===== config.mk =====
export PLATFORM = sky130hd
export DESIGN_NAME = clock_time_ctrl
export DESIGN_NICKNAME = d
export VERILOG_FILES = /design/src/rtl/clock_ctrl_pkg.sv /design/src/rtl/clock_btn_sync.sv /design/src/rtl/clock_time_ctrl.sv
export SDC_FILE = /design/constraint.sdc
export NUM_CORES = 1
export LEC_CHECK = 0
export ABC_AREA = 1
export CAP_MARGIN = 20
export CORE_MARGIN = 2
export CORE_UTILIZATION = 35
export CTS_BUF_LIST = sky130_fd_sc_hd__clkbuf_8
export DETAILED_ROUTE_END_ITERATION = 6
export GPL_TIMING_DRIVEN = 0
export PLACE_DENSITY = 0.6
export SLEW_MARGIN = 20
export SYNTH_ARGS = -nofsm -noshare
export SYNTH_HDL_FRONTEND = slang
export SYNTH_SLANG_ARGS = --single-unit

===== constraint.sdc =====
create_clock -name maqm_clock -period 3.3 [get_ports maqm_clock]
set_input_delay 0.495 -clock maqm_clock [delete_from_list [all_inputs] [get_ports maqm_clock]]
set_output_delay 0.495 -clock maqm_clock [all_outputs]
set_load 0.05 [all_outputs]

===== src/rtl/clock_ctrl_pkg.sv =====
// Shared types and constants for the HH:MM clock controller.
package clock_ctrl_pkg;

   typedef enum logic [1:0] {
      RUN      = 2'd0,
      SET_MIN  = 2'd1,
      SET_HOUR = 2'd2
   } mode_t;

   localparam int unsigned SEC_PER_MIN   = 60;
   localparam int unsigned MIN_PER_HOUR  = 60;
   localparam int unsigned HOUR_PER_DAY  = 24;
   localparam int unsigned REPEAT_START  = 8;
   localparam int unsigned REPEAT_PERIOD = 2;
   localparam int unsigned BLINK_HALF    = 4;

   localparam int unsigned SEC_W   = $clog2(SEC_PER_MIN);
   localparam int unsigned BLINK_W = (BLINK_HALF > 1) ? $clog2(BLINK_HALF) : 1;
   localparam int unsigned REP_MAX = (REPEAT_START > REPEAT_PERIOD) ? REPEAT_START : REPEAT_PERIOD;
   localparam int unsigned REP_W   = $clog2(REP_MAX + 1);

   // Mode button sequence: RUN -> SET_MIN -> SET_HOUR -> RUN.
   function automatic mode_t next_mode(input mode_t m);
      case (m)
         RUN:     return SET_MIN;
         SET_MIN: return SET_HOUR;
         default: return RUN;
      endcase
   endfunction

endpackage


===== src/rtl/clock_btn_sync.sv =====
// Raw button synchronizer: 2-flop sync, registered rising-edge pulse, synced level.
module clock_btn_sync (
   input  logic maqm_clock,
   input  logic maqm_reset,
   input  logic btn,
   output logic level,
   output logic rise
);

   logic meta;
   logic sync;
   logic sync_d;

   // Synchronize and detect the rising edge; pulse appears after the 3rd edge.
   always_ff @(posedge maqm_clock or negedge maqm_reset) begin
      if (!maqm_reset) begin
         meta   <= 1'b0;
         sync   <= 1'b0;
         sync_d <= 1'b0;
         rise   <= 1'b0;
      end else begin
         meta   <= btn;
         sync   <= meta;
         sync_d <= sync;
         rise   <= sync & ~sync_d;
      end
   end

   assign level = sync;

endmodule


===== src/rtl/clock_time_ctrl.sv =====
// Mode/sequencing controller for the HH:MM clock datapath.
// Optional feature: define AUTO_REPEAT_EN for held-button auto-repeat in set modes.
module clock_time_ctrl
   import clock_ctrl_pkg::*;
(
   input  logic       maqm_clock,
   input  logic       maqm_reset,
   input  logic       tick_1hz,
   input  logic       tick_fast,
   input  logic       btn_mode,
   input  logic       btn_inc,
   input  logic       min_carry,
   output logic       ctl_min_en,
   output logic       ctl_min_inc,
   output logic       ctl_hour_inc,
   output logic       ctl_blink_min,
   output logic       ctl_blink_hour,
   output logic [1:0] ctl_mode
);

   mode_t              state, state_n;
   logic [SEC_W-1:0]   sec_cnt, sec_n;
   logic [BLINK_W-1:0] blink_cnt, blink_cnt_n;
   logic               blink_phase, blink_phase_n;
   logic               carry_q;
   logic               min_inc_n, hour_inc_n;
   logic               min_en_n, blink_min_n, blink_hour_n;
   logic               mode_level, mode_rise;
   logic               inc_level, inc_rise;
   logic               inc_req;
   logic               unused_lvl;

   clock_btn_sync u_sync_mode (
      .maqm_clock (maqm_clock),
      .maqm_reset (maqm_reset),
      .btn        (btn_mode),
      .level      (mode_level),
      .rise       (mode_rise)
   );

   clock_btn_sync u_sync_inc (
      .maqm_clock (maqm_clock),
      .maqm_reset (maqm_reset),
      .btn        (btn_inc),
      .level      (inc_level),
      .rise       (inc_rise)
   );

`ifdef AUTO_REPEAT_EN
   logic [REP_W-1:0] rep_cnt, rep_cnt_n;
   logic             rep_started, rep_started_n;
   logic             rep_fire;

   // Auto-repeat: first extra increment after REPEAT_START ticks, then every REPEAT_PERIOD.
   always_comb begin
      rep_cnt_n     = rep_cnt;
      rep_started_n = rep_started;
      rep_fire      = 1'b0;
      if (!inc_level || mode_rise || state == RUN) begin
         rep_cnt_n     = '0;
         rep_started_n = 1'b0;
      end else if (tick_fast) begin
         if (rep_started) begin
            if (rep_cnt == REP_W'(REPEAT_PERIOD - 1)) begin
               rep_cnt_n = '0;
               rep_fire  = 1'b1;
            end else begin
               rep_cnt_n = rep_cnt + 1'b1;
            end
         end else if (rep_cnt == REP_W'(REPEAT_START - 1)) begin
            rep_cnt_n     = '0;
            rep_started_n = 1'b1;
            rep_fire      = 1'b1;
         end else begin
            rep_cnt_n = rep_cnt + 1'b1;
         end
      end
   end

   // Repeat counter registers.
   always_ff @(posedge maqm_clock or negedge maqm_reset) begin
      if (!maqm_reset) begin
         rep_cnt     <= '0;
         rep_started <= 1'b0;
      end else begin
         rep_cnt     <= rep_cnt_n;
         rep_started <= rep_started_n;
      end
   end

   assign inc_req    = inc_rise | rep_fire;
   assign unused_lvl = mode_level;
`else
   assign inc_req    = inc_rise;
   assign unused_lvl = mode_level ^ inc_level;
`endif

   // Next-state, counters and next values of the registered outputs.
   always_comb begin
      state_n       = state;
      sec_n         = sec_cnt;
      blink_cnt_n   = blink_cnt;
      blink_phase_n = blink_phase;
      min_inc_n     = 1'b0;
      hour_inc_n    = 1'b0;

      if (tick_fast) begin
         if (blink_cnt == BLINK_W'(BLINK_HALF - 1)) begin
            blink_cnt_n   = '0;
            blink_phase_n = ~blink_phase;
         end else begin
            blink_cnt_n = blink_cnt + 1'b1;
         end
      end

      // A mode change restarts the blink with digits visible.
      if (mode_rise) begin
         state_n       = next_mode(state);
         blink_cnt_n   = '0;
         blink_phase_n = 1'b1;
      end

      case (state)
         RUN: begin
            // Only a fresh carry in RUN advances hours; set-mode carries are absorbed.
            hour_inc_n = min_carry & ~carry_q;
            if (mode_rise) begin
               sec_n = '0;
            end else if (tick_1hz) begin
               if (sec_cnt == SEC_W'(SEC_PER_MIN - 1)) begin
                  sec_n     = '0;
                  min_inc_n = 1'b1;
               end else begin
                  sec_n = sec_cnt + 1'b1;
               end
            end
         end
         SET_MIN: begin
            sec_n     = '0;
            min_inc_n = ~mode_rise & inc_req;
         end
         SET_HOUR: begin
            sec_n      = '0;
            hour_inc_n = ~mode_rise & inc_req;
         end
         default: begin
            state_n = RUN;
            sec_n   = '0;
         end
      endcase

      min_en_n     = (state_n != SET_HOUR);
      blink_min_n  = (state_n == SET_MIN)  ? blink_phase_n : 1'b1;
      blink_hour_n = (state_n == SET_HOUR) ? blink_phase_n : 1'b1;
   end

   // State, counters and registered outputs.
   always_ff @(posedge maqm_clock or negedge maqm_reset) begin
      if (!maqm_reset) begin
         state          <= RUN;
         sec_cnt        <= '0;
         blink_cnt      <= '0;
         blink_phase    <= 1'b1;
         carry_q        <= 1'b0;
         ctl_min_en     <= 1'b1;
         ctl_min_inc    <= 1'b0;
         ctl_hour_inc   <= 1'b0;
         ctl_blink_min  <= 1'b1;
         ctl_blink_hour <= 1'b1;
         ctl_mode       <= 2'(RUN);
      end else begin
         state          <= state_n;
         sec_cnt        <= sec_n;
         blink_cnt      <= blink_cnt_n;
         blink_phase    <= blink_phase_n;
         carry_q        <= min_carry;
         ctl_min_en     <= min_en_n;
         ctl_min_inc    <= min_inc_n;
         ctl_hour_inc   <= hour_inc_n;
         ctl_blink_min  <= blink_min_n;
         ctl_blink_hour <= blink_hour_n;
         ctl_mode       <= 2'(state_n);
      end
   end

endmodule


==> flow_summary.html, run 1 <==
<table>
<tr><th>Metric</th><th>Value</th></tr>
<tr><th colspan="2">STA</th></tr>
<tr><td>Least-Margin Pin Slew</td><td>0.534 ns</td></tr>
<tr><td>Normalized max-slew margin</td><td>64.4%</td></tr>
<tr><td>Number of endpoints failing setup at the final stage</td><td>0</td></tr>
<tr><td>Period utilization</td><td>63.3%</td></tr>
<tr><td>Worst setup skew after layout</td><td>0.0106 ns</td></tr>
<tr><td>Final Hold Violating Endpoints</td><td>0</td></tr>
<tr><td>Final max-slew violation count</td><td>0</td></tr>
<tr><td>RSZ-0062 raised after global routing</td><td>no</td></tr>
<tr><td>Crit path time final</td><td>2.09 ns</td></tr>
<tr><td>Maximum clock frequency</td><td>479 MHz</td></tr>
<tr><td>Setup TNS after final layout</td><td>0 ns</td></tr>
<tr><th colspan="2">Global routing</th></tr>
<tr><td>Total overflow reported by the global router</td><td>0</td></tr>
<tr><td>Wire length of the first global-routing pass</td><td>3.12 mm</td></tr>
<tr><td>GRT Resource Usage Total</td><td>12.4%</td></tr>
<tr><td>Initial antenna violation count</td><td>0</td></tr>
<tr><td>Via count of the first global-routing pass</td><td>759</td></tr>
<tr><td>Largest net degree at the start of global routing</td><td>26</td></tr>
<tr><th colspan="2">Flow run</th></tr>
<tr><td>Max-cap viol count</td><td>0</td></tr>
<tr><th colspan="2">Critical path</th></tr>
<tr><td>Critical path fanouts, max</td><td>1</td></tr>
<tr><td>Worst path bufs/invs</td><td>1</td></tr>
<tr><td>R2R cell count</td><td>5</td></tr>
<tr><td>Ordered list of cells on the worst path</td><td>clkdlybuf4s50_1</td></tr>
<tr><td>Nature of the critical path endpoint</td><td>output pin</td></tr>
<tr><td>Nature of the critical path startpoint</td><td>flop</td></tr>
<tr><td>Worst path depth</td><td>1</td></tr>
<tr><td>Slowest stage delay, CP</td><td>0.79 ns</td></tr>
<tr><td>Worst Setup Path Type</td><td>reg2out</td></tr>
<tr><td>Arr. time, crit path</td><td>1.59 ns</td></tr>
<tr><td>Data required time of the critical path</td><td>2.80 ns</td></tr>
<tr><td>Dominant delay contributor by cell family on the critical path</td><td>buffers and inverters</td></tr>
<tr><td>Critical path's slowest cell</td><td>sky130_fd_sc_hd__clkdlybuf4s50_1</td></tr>
<tr><th colspan="2">Power</th></tr>
<tr><td>Total power after layout</td><td>0.869 mW</td></tr>
<tr><td>Worst vdd rail ir drop</td><td>383 uV</td></tr>
<tr><td>Leakage power figure</td><td>0.587 nW</td></tr>
<tr><td>Total power per unit cell area</td><td>711 nW/um^2</td></tr>
<tr><th colspan="2">Clock network</th></tr>
<tr><td># H-tree levels</td><td>1</td></tr>
<tr><td>CTS sink count</td><td>25</td></tr>
<tr><td>Clk buf depth</td><td>2</td></tr>
<tr><td>Post-CTS setup buffer count</td><td>0</td></tr>
<tr><td>Gates resized, CTS repair</td><td>0</td></tr>
<tr><td>Root buffer selected by CTS</td><td>sky130_fd_sc_hd__clkbuf_8</td></tr>
<tr><td>Total of hold buffers inserted after clock tree synthesis</td><td>0</td></tr>
<tr><td>Clock-pin slew of the registers on the worst-case setup and hold paths</td><td>0.10 ns</td></tr>
<tr><td>CTS tree</td><td>done</td></tr>
<tr><td>Total clock buffers created by CTS</td><td>3</td></tr>
<tr><td>Clk_lat worst skew</td><td>0.27 ns</td></tr>
<tr><th colspan="2">Route</th></tr>
<tr><td>Residual DRC</td><td>0</td></tr>
<tr><td>Number of vias in the routed layout</td><td>717</td></tr>
<tr><td>Antenna Nets Post-Route</td><td>0</td></tr>
<tr><td>Detailed-routing iteration count for the pre-antenna-repair pass</td><td>4</td></tr>
<tr><td>Wire length reported by the detailed router</td><td>1.59 mm</td></tr>
<tr><td>Starting DRC count in detailed routing</td><td>6</td></tr>
<tr><td>Wire length per cell</td><td>10.3 microns</td></tr>
<tr><td>Via-per-instance ratio</td><td>4.66</td></tr>
<tr><th colspan="2">Floorplanning</th></tr>
<tr><td>Die area</td><td>3330 sq um</td></tr>
<tr><td>Io pins</td><td>14</td></tr>
<tr><td>Die Height</td><td>57.7 microns</td></tr>
<tr><td>Initial core utilization</td><td>36.6%</td></tr>
<tr><td>Core Area</td><td>2760 sq um</td></tr>
<tr><td>Floorplan die width</td><td>57.7 microns</td></tr>
<tr><td>Core Rows</td><td>19</td></tr>
<tr><th colspan="2">Cells and area</th></tr>
<tr><td>Area grow syn2layout</td><td>21.2%</td></tr>
<tr><td>Fraction of layout instances using a drive strength above 1</td><td>9.76%</td></tr>
<tr><td>Net count of the finished layout</td><td>133</td></tr>
<tr><td>Ant. Diodes</td><td>0</td></tr>
<tr><td>Count of non-filler cells in the finished layout</td><td>154</td></tr>
<tr><td>Summed area of non-filler cells in the final layout</td><td>1220 sq um</td></tr>
<tr><th colspan="2">Worst hold path</th></tr>
<tr><td>Class of the worst hold path</td><td>in2async</td></tr>
<tr><th colspan="2">Yosys</th></tr>
<tr><td>Synthesized area</td><td>1010 sq um</td></tr>
<tr><td>Flip-flop and latch count after synthesis</td><td>25</td></tr>
<tr><td>Cells after synthesis</td><td>106</td></tr>
<tr><td>Avg Synthesized Cell Area</td><td>9.51 sq um</td></tr>
<tr><td>Net count after synthesis</td><td>115</td></tr>
<tr><td>Number of distinct library cell variants in the gate-level netlist after synthesis</td><td>18</td></tr>
<tr><td>Part of the Yosys area used for sequential elements</td><td>62.5%</td></tr>
<tr><td>Synthesis Warnings</td><td>0</td></tr>
<tr><th colspan="2">Place</th></tr>
<tr><td>Placer Congestion</td><td>0.746</td></tr>
<tr><td>Port Buf Inserts</td><td>13</td></tr>
<tr><td>Final HPWL from detailed placement</td><td>1.21 mm</td></tr>
<tr><td>Number of instances in the placed design</td><td>150</td></tr>
<tr><td>Post-DP Area</td><td>1180 sq um</td></tr>
<tr><th colspan="2">Run status</th></tr>
<tr><td>Status</td><td>complete, no violations</td></tr>
</table>
## per-stage QoR
stage          hold WS (ns)  utilization [%]  worst slack [ns]
6_report              0.187             44.3              1.21
5_1_grt               0.216             44.3              1.14
4_1_cts               0.358             44.5              1.19
3_5_place_dp          0.335             42.7              1.44
3_3_place_gp          0.334             42.7              1.50
2_1_floorplan         0.199                -              2.07
## final timing paths
path	from	to	slack [ns]
min in group maqm_clock	u_sync_inc.meta$_DFF_PN0_	u_sync_inc.level$_DFF_PN0_	0.36
min	maqm_reset	u_sync_mode.meta$_DFF_PN0_	0.19
max reg2reg	blink_cnt[0]$_DFFE_PN0P_	ctl_blink_min$_DFF_PN1_	2.07
max	ctl_min_en$_DFF_PN1_	ctl_min_en	1.21
max in group asynchronous	maqm_reset	sec_cnt[4]$_DFFE_PN0P_	2.74
min reg2reg	u_sync_inc.meta$_DFF_PN0_	u_sync_inc.level$_DFF_PN0_	0.36
## layout make-up
class                   instances  area, sq um
clock inverters                 1         8.76
clock buffers                   3         41.3
fillers                       288         1540
repair buffers                 13          125
inverters                      17         63.8
flip-flops and latches         25          631
well taps                      31         38.8
multi-input cells              64          314
## registers in the layout, indices dropped and copies added, names as in the netlist
name	flops
sec_cnt	6
blink_cnt	2
state	2
blink_phase	1
carry_q	1
ctl_blink_hour	1
ctl_blink_min	1
ctl_hour_inc	1
ctl_min_en	1
ctl_min_inc	1
u_sync_inc.level	1
u_sync_inc.meta	1
u_sync_inc.rise	1
u_sync_inc.sync_d	1
u_sync_mode.level	1
u_sync_mode.meta	1
u_sync_mode.rise	1
u_sync_mode.sync_d	1
## metal layers
layer / part of all wire [%] / global-route usage, % / vias up / wire [microns]
li1: - / - / 361 / -
met5: 0 / 0 / - / 0
met2: 47 / 20.8 / 11 / 753
met4: 1.5 / 7.97 / 0 / 24
met3: 4.3 / 2.90 / 2 / 68
met1: 47 / 14.1 / 343 / 745
## logic make-up (layout without fill, tap and decap cells)
group,Yosys count,after routing,share of synthesized area [%]
buf+inv,17,34,6.33
fa+ha+maj,2,2,2.48
simple gates,49,49,20.6
compound gates,12,12,7.20
xor+xnor,1,1,0.869
flops,25,25,62.5
## cell usage in the layout (no fill, tap or decap), types with 2 or more instances in the layout
master	synthesis	layout
sky130_fd_sc_hd__dfstp_2	4	4
sky130_fd_sc_hd__a21oi_1	4	4
sky130_fd_sc_hd__clkbuf_8	0	3
sky130_fd_sc_hd__clkdlybuf4s50_1	0	12
sky130_fd_sc_hd__nor2_1	10	10
sky130_fd_sc_hd__dfrtp_1	21	21
sky130_fd_sc_hd__nand3_1	8	8
sky130_fd_sc_hd__o21ai_0	4	4
sky130_fd_sc_hd__nand2_1	27	27
sky130_fd_sc_hd__ha_1	2	2
sky130_fd_sc_hd__inv_1	17	17
## power breakdown
part / switching, mW / internal, mW
logic: 0.188 / 0.0919
clock network: 0.0998 / 0.0884
registers: 0.0391 / 0.362
total: 0.327 / 0.542
## cells in the mapped netlist
cell type                  count  area share (%)
sky130_fd_sc_hd__a211oi_1      1            0.74
sky130_fd_sc_hd__a21boi_0      1            0.74
sky130_fd_sc_hd__a21oi_1       4             2.0
sky130_fd_sc_hd__dfrtp_1      21              52
sky130_fd_sc_hd__dfstp_2       4              10
sky130_fd_sc_hd__ha_1          2             2.5
sky130_fd_sc_hd__inv_1        17             6.3
sky130_fd_sc_hd__nand2_1      27              10
sky130_fd_sc_hd__nand2_2       1            0.62
sky130_fd_sc_hd__nand3_1       8             4.0
sky130_fd_sc_hd__nor2_1       10             3.7
sky130_fd_sc_hd__nor2_2        1            0.62
sky130_fd_sc_hd__nor2_4        1             1.1
sky130_fd_sc_hd__nor3_1        1            0.50
sky130_fd_sc_hd__o211a_1       1            0.99
sky130_fd_sc_hd__o21ai_0       4             2.0
sky130_fd_sc_hd__o21bai_1      1            0.74
sky130_fd_sc_hd__xnor2_1       1            0.87
(Power assumes the default switching activity.)
==> inputs of run 2 (changes only) <==
Clock period 3.3 ns to 2.1 ns, I/O delays scaled along.
==> results of run 2 <==
The final DEF is identical to that of run 1. Status: complete, no violations.
Main changes from that run: setup slack after placement 1.44 ns -> 0.423 ns; setup slack after layout 1.21 ns -> 0.191 ns; hold slack 0.187 ns -> 0.00722 ns; register-to-register setup slack 2.07 ns -> 0.87 ns; total power 0.869 mW -> 1.36 mW; worst IR drop on VDD 383 uV -> 602 uV
==> inputs of run 3 (changes only) <==
Clock period 2.1 ns to 1.8 ns, I/O delays scaled along.
==> run 3 against run 2 <==
Register-to-register slack got worse by 0.30 ns. Routed wire length is 0.63% higher. Power increased by 15%. Clock-buffer cell count is the same.
==> flow_summary.html, run 3 (synthesis results as in run 1) <==
<table>
<tr><th>Metric</th><th>Value</th></tr>
<tr><th colspan="2">Cells and area</th></tr>
<tr><td>Count of non-filler cells in the finished layout</td><td>155</td></tr>
<tr><td>Area grow syn2layout</td><td>21.6%</td></tr>
<tr><td>Number of flip-flops in the largest register</td><td>6</td></tr>
<tr><td>Net count of the finished layout</td><td>134</td></tr>
<tr><td>Most frequent standard cell in the layout excluding fill and tap cells</td><td>sky130_fd_sc_hd__nand2_1</td></tr>
<tr><td>Most frequent cells in the layout</td><td>27 x sky130_fd_sc_hd__nand2_1, 21 x sky130_fd_sc_hd__dfrtp_1, 17 x sky130_fd_sc_hd__inv_1, 10 x sky130_fd_sc_hd__nor2_1, 8 x sky130_fd_sc_hd__nand3_1</td></tr>
<tr><td>Largest register by flop count</td><td>sec_cnt</td></tr>
<tr><td>Footprint of the multi-input gates</td><td>314 sq um</td></tr>
<tr><td>Ant. Diodes</td><td>0</td></tr>
<tr><td>Biggest registers after layout</td><td>sec_cnt: 6 flops, blink_cnt: 2 flops, state: 2 flops</td></tr>
<tr><td>Fraction of layout instances using a drive strength above 1</td><td>9.68%</td></tr>
<tr><td>Fillers</td><td>283</td></tr>
<tr><td>Sequential standard cell area</td><td>631 sq um</td></tr>
<tr><th colspan="2">Critical path</th></tr>
<tr><td>Ordered list of cells on the worst path</td><td>clkdlybuf4s50_1</td></tr>
<tr><td>Nature of the critical path startpoint</td><td>flop</td></tr>
<tr><td>Arr. time, crit path</td><td>1.39 ns</td></tr>
<tr><td>Worst path bufs/invs</td><td>1</td></tr>
<tr><td>Worst path depth</td><td>1</td></tr>
<tr><td>Dominant delay contributor by cell family on the critical path</td><td>buffers and inverters</td></tr>
<tr><td>Slowest stage delay, CP</td><td>0.80 ns</td></tr>
<tr><td>Nature of the critical path endpoint</td><td>output pin</td></tr>
<tr><td>Worst Setup Path Type</td><td>reg2out</td></tr>
<tr><td>R2R cell count</td><td>5</td></tr>
<tr><td>Critical path fanouts, max</td><td>1</td></tr>
<tr><td>Critical path's slowest cell</td><td>sky130_fd_sc_hd__clkdlybuf4s50_1</td></tr>
<tr><td>Data required time of the critical path</td><td>1.53 ns</td></tr>
<tr><th colspan="2">Power</th></tr>
<tr><td>Worst vdd rail ir drop</td><td>668 uV</td></tr>
<tr><td>Leakage power figure</td><td>0.593 nW</td></tr>
<tr><td>Total power after layout</td><td>1.57 mW</td></tr>
<tr><td>Total power per unit cell area</td><td>1280 nW/um^2</td></tr>
<tr><th colspan="2">STA</th></tr>
<tr><td>Period utilization</td><td>92.2%</td></tr>
<tr><td>Maximum clock frequency</td><td>602 MHz</td></tr>
<tr><td>Number of endpoints failing setup at the final stage</td><td>0</td></tr>
<tr><td>Crit path time final</td><td>1.66 ns</td></tr>
<tr><td>Setup TNS after final layout</td><td>0 ns</td></tr>
<tr><td>Worst setup skew after layout</td><td>0.0105 ns</td></tr>
<tr><td>Final Hold Violating Endpoints</td><td>0</td></tr>
<tr><td>RSZ-0062 raised after global routing</td><td>no</td></tr>
<tr><td>Final max-slew violation count</td><td>0</td></tr>
<tr><td>Least-Margin Pin Slew</td><td>0.537 ns</td></tr>
<tr><td>Normalized max-slew margin</td><td>64.2%</td></tr>
<tr><th colspan="2">Place</th></tr>
<tr><td>Number of instances in the placed design</td><td>150</td></tr>
<tr><td>Port Buf Inserts</td><td>13</td></tr>
<tr><td>Placer Congestion</td><td>0.746</td></tr>
<tr><td>Final HPWL from detailed placement</td><td>1.21 mm</td></tr>
<tr><th colspan="2">Clock network</th></tr>
<tr><td>Clk buf depth</td><td>2</td></tr>
<tr><td>CTS tree</td><td>done</td></tr>
<tr><td>Clock-pin slew of the registers on the worst-case setup and hold paths</td><td>0.10 ns</td></tr>
<tr><td># H-tree levels</td><td>1</td></tr>
<tr><td>CTS sink count</td><td>25</td></tr>
<tr><td>Total clock buffers created by CTS</td><td>3</td></tr>
<tr><td>Root buffer selected by CTS</td><td>sky130_fd_sc_hd__clkbuf_8</td></tr>
<tr><td>Clk_lat worst skew</td><td>0.27 ns</td></tr>
<tr><th colspan="2">Route</th></tr>
<tr><td>Number of vias in the routed layout</td><td>714</td></tr>
<tr><td>Wire length per cell</td><td>10.3 microns</td></tr>
<tr><td>Wire length reported by the detailed router</td><td>1.60 mm</td></tr>
<tr><td>Starting DRC count in detailed routing</td><td>4</td></tr>
<tr><td>Detailed-routing iteration count for the pre-antenna-repair pass</td><td>4</td></tr>
<tr><td>Via-per-instance ratio</td><td>4.61</td></tr>
<tr><td>Antenna Nets Post-Route</td><td>0</td></tr>
<tr><td>Residual DRC</td><td>0</td></tr>
<tr><th colspan="2">Worst hold path</th></tr>
<tr><td>Hold path cells</td><td>0</td></tr>
<tr><td>Class of the worst hold path</td><td>reg2reg</td></tr>
<tr><th colspan="2">Floorplanning</th></tr>
<tr><td>Floorplan die width</td><td>57.7 microns</td></tr>
<tr><td>Die Height</td><td>57.7 microns</td></tr>
<tr><td>Io pins</td><td>14</td></tr>
<tr><td>Initial core utilization</td><td>36.6%</td></tr>
<tr><td>Core Rows</td><td>19</td></tr>
<tr><td>Core Area</td><td>2760 sq um</td></tr>
<tr><td>Die area</td><td>3330 sq um</td></tr>
<tr><th colspan="2">Global routing</th></tr>
<tr><td>Initial antenna violation count</td><td>0</td></tr>
<tr><td>Wire length of the first global-routing pass</td><td>3.13 mm</td></tr>
<tr><td>Total overflow reported by the global router</td><td>0</td></tr>
<tr><td>Largest net degree at the start of global routing</td><td>26</td></tr>
<tr><td>GRT Resource Usage Total</td><td>12.4%</td></tr>
<tr><td>Via count of the first global-routing pass</td><td>765</td></tr>
<tr><th colspan="2">Flow run</th></tr>
<tr><td>Max-cap viol count</td><td>0</td></tr>
<tr><th colspan="2">Run status</th></tr>
<tr><td>Status</td><td>complete, no violations</td></tr>
</table>
==> run 3: cell types whose count changed in the layout (fill, tap and decap cells not counted), sizes merged <==
cell / previous run / this run
clkdlybuf4s50: 12 / 7
dlygate4sd2: 0 / 5
dlygate4sd3: 0 / 1
==> run 3: through the flow <==
step	util, %	area [sq um]	worst slack [ns]	hold slack, ns
6_report	44.5	1230	0.140	0.357
5_1_grt	44.5	1230	0.0935	0.381
4_1_cts	44.3	1220	0.118	0.358
3_5_place_dp	42.7	1180	0.168	0.335
3_3_place_gp	42.7	1180	0.227	0.334
2_1_floorplan	-	1010	0.565	-0.0256
==> run 3: what timing repair did <==
action | 4_1_cts | 5_1_grt
hold endpoints to repair | 0 | 12
endpoints found under the setup margin | 5 | 0
gates resized for setup | 5 | 0
hold buffers | 0 | 1
setup buffers | 0 | 0
==> run 3: report_power, final <==
group | switching [mW] | internal, mW | total [mW]
registers | 0.0703 | 0.663 | 0.733
clock network | 0.183 | 0.162 | 0.345
logic | 0.344 | 0.143 | 0.488
total | 0.598 | 0.968 | 1.57
==> run 3: layout make-up <==
type                       count  area share (%)
tap                           31            3.16
inverter                      17            5.20
clock inverter                 1           0.714
sequential                    25            51.4
timing repair buffer          14            10.5
multi-input combinational     64            25.6
clock buffer                   3            3.37
==> run 3: final timing paths <==
kind	start	end	slack, ns
hold reg to reg	u_sync_inc.meta$_DFF_PN0_	u_sync_inc.level$_DFF_PN0_	0.36
min in group asynchronous	maqm_reset	u_sync_inc.meta$_DFF_PN0_	0.50
setup reg to reg	blink_cnt[0]$_DFFE_PN0P_	ctl_blink_min$_DFF_PN1_	0.57
hold / removal	u_sync_inc.meta$_DFF_PN0_	u_sync_inc.level$_DFF_PN0_	0.36
setup / recovery	ctl_hour_inc$_DFF_PN0_	ctl_hour_inc	0.14
max in group asynchronous	maqm_reset	ctl_blink_min$_DFF_PN1_	0.93
==> run 3: per-layer routing <==
layer  up-vias  routed length (microns)  track usage (%)
met5         -                        0                0
met4         0                       24             7.97
met3         2                       71             2.90
met2        11                      760             20.9
met1       338                      746             14.1
li1        363                        -                -
